`src/rtl/led_driver_pkg.sv`:
```
// Shared types and sizes for the LED driver output path.
package led_driver_pkg;

  localparam int NUM_LEDS  = 4;
  localparam int DUTY_BITS = 8;

  typedef enum logic [1:0] {LDR_OFF, LDR_ON, LDR_PWM, LDR_GRP} ledout_sel_t;
  typedef enum logic [1:0] {ST_RUN, ST_SLEEP, ST_WAKE} sched_state_t;

endpackage

```
`src/rtl/led_tick_div.sv`:
```
// Free-running clock divider: one-cycle tick every DIV enabled cycles, clearable.
module led_tick_div #(
  parameter int DIV = 4
) (
  input  logic clk,
  input  logic reset,
  input  logic en,
  input  logic clr,
  output logic tick
);
  localparam int W = (DIV > 1) ? $clog2(DIV) : 1;
  localparam logic [W-1:0] LAST = W'(DIV - 1);

  logic [W-1:0] count;

  // NOTE: sequential state uses non-blocking (<=) so every flop samples pre-edge values.
  always_ff @(posedge clk or posedge reset) begin
    if (reset)       count <= '0;
    else if (clr)    count <= '0;
    else if (en)     count <= (count == LAST) ? '0 : count + 1'b1;
  end

  assign tick = en && !clr && (count == LAST);

endmodule

```
`src/rtl/led_output_sched.sv`:
```
// LED output scheduler: individual PWM, group dim/blink and sleep/wake sequencing,
// producing registered LED pin levels from the mode/LEDOUT/duty registers.
module led_output_sched
  import led_driver_pkg::*;
#(
  parameter int PWM_DIV   = 4,
  parameter int BLINK_DIV = 2604,
  parameter int WAKE_CYC  = 500
) (
  input  logic                                clk,
  input  logic                                reset,
  input  logic                                mode_sleep,
  input  logic                                mode_dmblnk,
  input  logic                                mode_invrt,
  input  logic [2*NUM_LEDS-1:0]               ledout,
  input  logic [NUM_LEDS-1:0][DUTY_BITS-1:0]  pwm_duty,
  input  logic [DUTY_BITS-1:0]                grppwm,
  input  logic [DUTY_BITS-1:0]                grpfreq,
  output logic [NUM_LEDS-1:0]                 leds,
  output logic                                pwm_sync,
  output logic                                awake
);
  localparam int WW = $clog2(WAKE_CYC + 1);
  localparam logic [DUTY_BITS-1:0] CNT_MAX = '1;

  sched_state_t state, next_state;
  logic [WW-1:0] wake_cnt;
  logic run, enter_run;

  logic [DUTY_BITS-1:0] cnt, gcnt, phase, unit;
  logic [NUM_LEDS-1:0][DUTY_BITS-1:0] duty_sh;
  logic [DUTY_BITS-1:0] grppwm_sh, grpfreq_sh;
  logic dmblnk_q, toggled;
  logic pwm_step, pwm_wrap, sub_tick, unit_wrap, phase_wrap, grp;
  logic [NUM_LEDS-1:0] lvl;

  always_ff @(posedge clk or posedge reset) begin
    if (reset) state <= ST_RUN;
    else       state <= next_state;
  end

  // NOTE: every always_comb output gets a default first, so no path can infer a latch.
  always_comb begin
    next_state = state;
    unique case (state)
      ST_RUN:   if (mode_sleep) next_state = ST_SLEEP;
      ST_SLEEP: if (!mode_sleep) next_state = ST_WAKE;
      ST_WAKE: begin
        if (mode_sleep)                             next_state = ST_SLEEP;
        else if (wake_cnt == WW'(WAKE_CYC - 1))     next_state = ST_RUN;
      end
      default:  next_state = ST_RUN;
    endcase
  end

  always_comb begin
    run       = (state == ST_RUN);
    awake     = run;
    enter_run = (state == ST_WAKE) && (next_state == ST_RUN);
  end

  always_ff @(posedge clk or posedge reset) begin
    if (reset)                 wake_cnt <= '0;
    else if (state == ST_WAKE) wake_cnt <= wake_cnt + 1'b1;
    else                       wake_cnt <= '0;
  end

  assign toggled = (mode_dmblnk != dmblnk_q);

  led_tick_div #(.DIV(PWM_DIV)) u_pwm_div (
    .clk(clk), .reset(reset), .en(run), .clr(!run), .tick(pwm_step)
  );

  led_tick_div #(.DIV(BLINK_DIV)) u_blink_div (
    .clk(clk), .reset(reset), .en(run && mode_dmblnk), .clr(!run || toggled), .tick(sub_tick)
  );

  assign pwm_wrap   = pwm_step && (cnt == CNT_MAX);
  assign unit_wrap  = sub_tick && (unit == grpfreq_sh);
  assign phase_wrap = unit_wrap && (phase == CNT_MAX);

  // NOTE: shadows are plain registers, not RAM, so they take the async reset like any flop.
  always_ff @(posedge clk or posedge reset) begin
    if (reset) begin
      cnt        <= '0;
      gcnt       <= '0;
      phase      <= '0;
      unit       <= '0;
      pwm_sync   <= 1'b0;
      dmblnk_q   <= 1'b0;
      duty_sh    <= '0;
      grppwm_sh  <= '0;
      grpfreq_sh <= '0;
    end else begin
      dmblnk_q <= mode_dmblnk;
      if (!run) begin
        cnt      <= '0;
        gcnt     <= '0;
        phase    <= '0;
        unit     <= '0;
        pwm_sync <= 1'b0;
        if (enter_run) begin
          duty_sh    <= pwm_duty;
          grppwm_sh  <= grppwm;
          grpfreq_sh <= grpfreq;
        end
      end else begin
        pwm_sync <= pwm_wrap;
        if (pwm_step) cnt <= cnt + 1'b1;
        if (pwm_wrap) duty_sh <= pwm_duty;
        // Group duty follows the period boundary of whichever group mode is active.
        if ((!mode_dmblnk && pwm_wrap) || phase_wrap) grppwm_sh <= grppwm;
        if (phase_wrap) grpfreq_sh <= grpfreq;
        if (toggled) begin
          gcnt  <= '0;
          phase <= '0;
          unit  <= '0;
        end else if (!mode_dmblnk) begin
          if (pwm_wrap) gcnt <= gcnt + 1'b1;
        end else if (sub_tick) begin
          unit <= unit_wrap ? '0 : unit + 1'b1;
          if (unit_wrap) phase <= phase + 1'b1;
        end
      end
    end
  end

  always_comb begin
    lvl = '0;
    grp = mode_dmblnk ? (phase < grppwm_sh) : (gcnt < grppwm_sh);
    for (int i = 0; i < NUM_LEDS; i++) begin
      unique case (ledout_sel_t'(ledout[2*i +: 2]))
        LDR_OFF: lvl[i] = 1'b0;
        LDR_ON:  lvl[i] = 1'b1;
        LDR_PWM: lvl[i] = (cnt < duty_sh[i]);
        LDR_GRP: lvl[i] = (cnt < duty_sh[i]) && grp;
      endcase
    end
  end

  always_ff @(posedge clk or posedge reset) begin
    if (reset)    leds <= '0;
    else if (run) leds <= lvl ^ {NUM_LEDS{mode_invrt}};
    else          leds <= {NUM_LEDS{mode_invrt}};
  end

endmodule
```
`config.mk`:
```
export PLATFORM = sky130hd
export DESIGN_NAME = led_output_sched
export DESIGN_NICKNAME = d
export VERILOG_FILES = /design/src/rtl/led_driver_pkg.sv /design/src/rtl/led_tick_div.sv /design/src/rtl/led_output_sched.sv
export SDC_FILE = /design/constraint.sdc
export NUM_CORES = 1
export LEC_CHECK = 0
export CAP_MARGIN = 30
export CORE_MARGIN = 2
export CORE_UTILIZATION = 29
export CTS_CLUSTER_DIAMETER = 30
export DETAILED_ROUTE_END_ITERATION = 12
export DONT_BUFFER_PORTS = 1
export PLACE_DENSITY = 0.47
export SYNTH_ARGS = -nofsm -noshare
export SYNTH_HDL_FRONTEND = slang
export SYNTH_SLANG_ARGS = --single-unit
```
`constraint.sdc`:
```
create_clock -name clk -period 3.13 [get_ports clk]
set_input_delay 0.4695 -clock clk [delete_from_list [all_inputs] [get_ports clk]]
set_output_delay 0.4695 -clock clk [all_outputs]
set_load 0.05 [all_outputs]
```
# Word-level counts from Yosys, hierarchy flattened
# Cells that the tools add are included.
# op_classes
mux	43
bitwise_logic	1
magnitude_cmp	6
n_eq_ne	30
addsub	7
n_reduce_logical	32
# ops
operator	n
$mux 8	22
$mux 32	3
$lt 8x8->1	6
$mux 12	3
$add 8x1->8 const B	4
$eq 2x2->1 const B	10
$eq 8x8->1 const B	2
$pmux 1 s4	4
$logic_and 1x1->1	13
$add 12x1->12 const B	1
$eq 12x12->1 const B	1
$logic_not 2->1	6
$mux 2	6
$eq 2x1->1 const B	5
$reduce_and 2->1	5
$add 9x1->9 const B	1
$eq 9x9->1 const B	1
$mux 9	1
$ne 3x1->1 const B	3
$eq 8x8->1	1
$ne 2x1->1 const B	4
$ne 3x2->1 const B	2
$pmux 2 s3	1
$mux 4	1
other kinds (8)	13
# totals
out_inout_bits	6
register_bits	111
inputBits	61
wordCells	136

# Longest topological paths before layout
# logic_depth
ltp_word	12
depth_mapped	9
ltp_nobuf	8

# Hierarchy
# A second synthesis with hierarchy kept.
# unflattened
cells_unflattened	616
hier_area_um2	6453.7
# by_module_without_submodules
mod	area_each_um2	seq_area_each_um2	instances	cells_each
led_output_sched	5639.2	2427.3	1	526
led_tick_div at u_blink_div	703.2	300.3	1	79
led_tick_div at u_pwm_div	111.4	50.0	1	11

# Worst setup path after synthesis
# Ideal clock, no wire load.
# synth_timing
kind	register to register
from	register u_blink_div.count[6]
to	register grppwm_sh[0]
path_buffers	2
t_required_ns	3.005
arrival_time_ns	2.053
period_less_slack_ns	2.178
path_slack_ns	0.952
path_stages_with_launch	9
cell_sequence	dfrtp_1 -> or4b_1 -> nor4_2 -> and4_1 -> buf_4 -> a21bo_1 -> buf_6 -> a21oi_4 -> mux2_4
# synth_via
elab_chain_len	7
# synth_lines
item	line_no	source
start: declaration	led_tick_div.sv:14	logic [W-1:0] count;
start signal: assignment	led_tick_div.sv:20	else if (en) count <= (count == LAST) ? '0 : count + 1'b1;
$eq 12x12->1	led_tick_div.sv:23	assign tick = en && !clr && (count == LAST);
$logic_and 1x1->1	led_tick_div.sv:23	
$logic_and 1x1->1	led_output_sched.sv:79	assign unit_wrap = sub_tick && (unit == grpfreq_sh);
$logic_and 1x1->1	led_output_sched.sv:80	assign phase_wrap = unit_wrap && (phase == CNT_MAX);
$logic_or 1x1->1	led_output_sched.sv:112	if ((!mode_dmblnk && pwm_wrap) || phase_wrap) grppwm_sh <= grppwm;
$ne 2x1->1 (no source line)	--	
$reduce_and 2->1 (no source line)	--	
end signal: assignment	led_output_sched.sv:104	grppwm_sh <= grppwm;
end signal: assignment	led_output_sched.sv:112	
end: declaration	led_output_sched.sv:32	logic [DUTY_BITS-1:0] grppwm_sh, grpfreq_sh;
# Every way passes these cells.
# A chain may end at the register's enable or synchronous reset.

# Final worst setup path
# layout_timing
from	register u_blink_div.count[0]
to	register grppwm_sh[7]
# The elaborated chain is that of the path after synthesis.

==> out/qor.csv <==
metric;value;unit
status;finished clean;
num-nets-final;691;
rsz0062_at_grt;no;
ios;67;
h-tree-depth;3;
yosys.area_share.simple;16.8;%
drt-total-wl;12900;um
fin_hold_ws;0.127;ns
final_layout_size_suffix_gt1_share;8.22;%
synth_cell_types;53;
hold_viol;0;
p_per_area;446;mW/mm2
cp.required;3.36;ns
worst_pin_slew;0.685;ns
r2r-start;u_blink_div.count[0]$_DFFE_PP0P_;
slew_viol_final;0;
syn_area_per_cell;10.2;um2
initial_core_util;29.5;%
crit_slowest_cell;a21bo_1;
reg2reg_slack;0.41;ns
antenna_found_initial;0;
seq_area_frac_synth;46.7;%
cts_resized;0;
period_share;86.8;%
routedWlPerCell;15.1;um
muxShareOfSynthArea;4.99;%
p_sw_share;24.5;%
ant_nets;0;
dp_cells;840;
fin_setup_tns;0;ns
pwr-share-clk;39.7;%
power.share.combinational;7.3;%
layout.cells.non_filler;854;
slowest_delay;0.47;ns
clk_path_buf_depth;2;
power.switching;0.715;mW
portBuffers;0;
path_cells;ha_1, nand4b_1, nor4_2, and4_1, a21bo_1, a21oi_4, mux2_4;
crit_type;reg2reg;
drt_pass1_iterations;7;
gp_congestion;0.753;
netlist_area;0.00594;mm2
synthFlopType;dfrtp_1;
drc;0;
fmax;368;MHz
p_leak;3.09;nW
setup_viol;0;
synthArstFlopShare;100;%
p_int;2.20;mW
clk_pin_slew;0.07;ns
vias_per_cell;4.74;
grt_max_degree;112;
cts_hold_buf;0;
crit_family;simple AND/OR/NAND/NOR gates;
cts_buffers;9;
yosysWarnings;0;
antennaDiodeCount;0;
path_max_fanout;10;
cp-end-kind;flop;
area_growth;10.0;%
synth_fp_nets;693;
root_buffer;clkbuf_16;
globalRouteOverflowTotal;0;
post-cts-setup-buffer-count;0;
placementRows;52;
synthAdderAreaFrac;10.3;%
finalClockSkew;0.0118;ns
synth_compound_area_share;10.1;%
numClockSinks;111;
synth_top_family_by_area;simple AND/OR/NAND/NOR gates;
grt_usage;12.9;%
rr_worst_depth;7;
core-area;0.0202;mm2
die_x;147;um
grt_first_pass_wirelength;22200;um
dieHeight;147;um
maxCapViolations;0;
drt_iter0_markers;266;
cts_tree;yes;
hold_path_class;in2async;
worst_r2r_endpoint;grppwm_sh[7]$_DFFE_PP0P_;
seq_power_share;53.0;%
timing.critical_path.buf_inv;0;
synth-xor-area-share;6.93;%
grt_pass1_vias;4230;
critPathArrivalTime;2.95;ns
vdd_ir_drop_max;309;uV
slew_headroom;54.2;%
start_kind;flop;
hpwl;9400;um
dr_total_vias;4047;
die-area;0.0217;mm2
fin_crit;2.72;ns
synth-edff-count;0;
ys_ff_latch;111;
synth_cells;583;
clk_latency;0.35;ns
-- flip-flops by register name (all words and copies together) (netlist names) --
name,flops
grpfreq_sh,8
grppwm_sh,8
u_pwm_div.count,2
leds,4
pwm_sync,1
phase,8
unit,8
dmblnk_q,1
duty_sh,32
gcnt,8
u_blink_div.count,12
cnt,8
state,2
wake_cnt,9
-- area by class of cell --
cell class | instances | area (um2)
clock inverters | 3 | 45.0
well taps | 270 | 338
repair buffers | 4 | 42.5
multi-input cells | 411 | 2920
clock buffers | 11 | 243
fillers | 2074 | 13600
flip-flops and latches | 111 | 2780
inverters | 44 | 169
-- how the worst max path moves through the flow --
stage                                                start                  endpoint  slack (ns)  cells after the start
final                     u_blink_div.count[0]$_DFFE_PP0P_  grppwm_sh[7]$_DFFE_PP0P_        0.41                      7
after global routing      u_blink_div.count[0]$_DFFE_PP0P_  grppwm_sh[7]$_DFFE_PP0P_        0.21                      7
after CTS                 u_blink_div.count[0]$_DFFE_PP0P_  grppwm_sh[7]$_DFFE_PP0P_        0.40                      7
after detailed placement  u_blink_div.count[0]$_DFFE_PP0P_  grppwm_sh[7]$_DFFE_PP0P_        0.43                      7
after global placement    u_blink_div.count[6]$_DFFE_PP0P_  grppwm_sh[2]$_DFFE_PP0P_        0.51                      6
after floorplan           u_blink_div.count[6]$_DFFE_PP0P_  grppwm_sh[0]$_DFFE_PP0P_        0.95                      8
-- power groups by stage --
stage	Combinational [mW]	Clock [mW]	Sequential [mW]
final	0.214	1.16	1.55
after global routing	0.246	1.26	1.55
after CTS	0.220	1.19	1.55
after detailed placement	0.219	0	1.57
after global placement	0.211	0	1.57
after floorplan	0.166	0	1.57
-- synth_stat cells (all sizes together) (8+ instances only) --
library cell	instances	area share (%)
xnor2	10	1.5
nand4	17	1.9
o21ai	46	3.9
a21o	14	1.8
nand2b	11	1.2
ha	49	10
dfrtp	111	47
inv	44	2.8
and3	10	1.1
mux2	21	4.5
xor2	37	5.5
or3	8	0.86
nor2	53	3.3
nand2	51	3.2
a21oi	11	1.1
clkbuf	10	0.63
nand3	12	1.0
-- metrics by stage --
stage	util, %	total power, mW	area, um2	setup WS (ns)
after floorplan	-	1.73	5950	0.952
after global placement	31.0	1.78	6250	0.505
after detailed placement	31.0	1.79	6250	0.429
after CTS	32.4	2.96	6540	0.404
after global routing	32.4	3.06	6540	0.212
final	32.4	2.91	6540	0.413
-- metal layers --
metal / share of wire (%) / GRT usage [%]
met1: 48 / 17.2
met2: 47 / 20.8
met3: 3.5 / 2.24
met4: 2.1 / 5.29
met5: 0 / 0
-- kinds of logic after synthesis --
| kind of cell | count (synthesis) |
|---|---|
| and+or+nand+nor | 196 |
| DFF | 111 |
| AOI/OAI and AO/OA | 95 |
| buffers and inverters | 61 |
| adders and majority gates | 49 |
| xor gates and xnor gates | 47 |
| muxes | 24 |
-- cell usage in the layout (no fill, tap or decap), drive strengths merged, types with 11 or more instances in the layout --
| cell | synthesis | layout |
|---|---|---|
| a21o | 14 | 14 |
| a21oi | 11 | 11 |
| clkbuf | 10 | 11 |
| dfrtp | 111 | 111 |
| ha | 49 | 49 |
| inv | 44 | 43 |
| mux2 | 21 | 21 |
| nand2 | 51 | 51 |
| nand2b | 11 | 11 |
| nand3 | 12 | 12 |
| nand4 | 17 | 17 |
| nor2 | 53 | 53 |
| o21ai | 46 | 46 |
| xor2 | 37 | 37 |
Power figures use the tool's default switching activity.
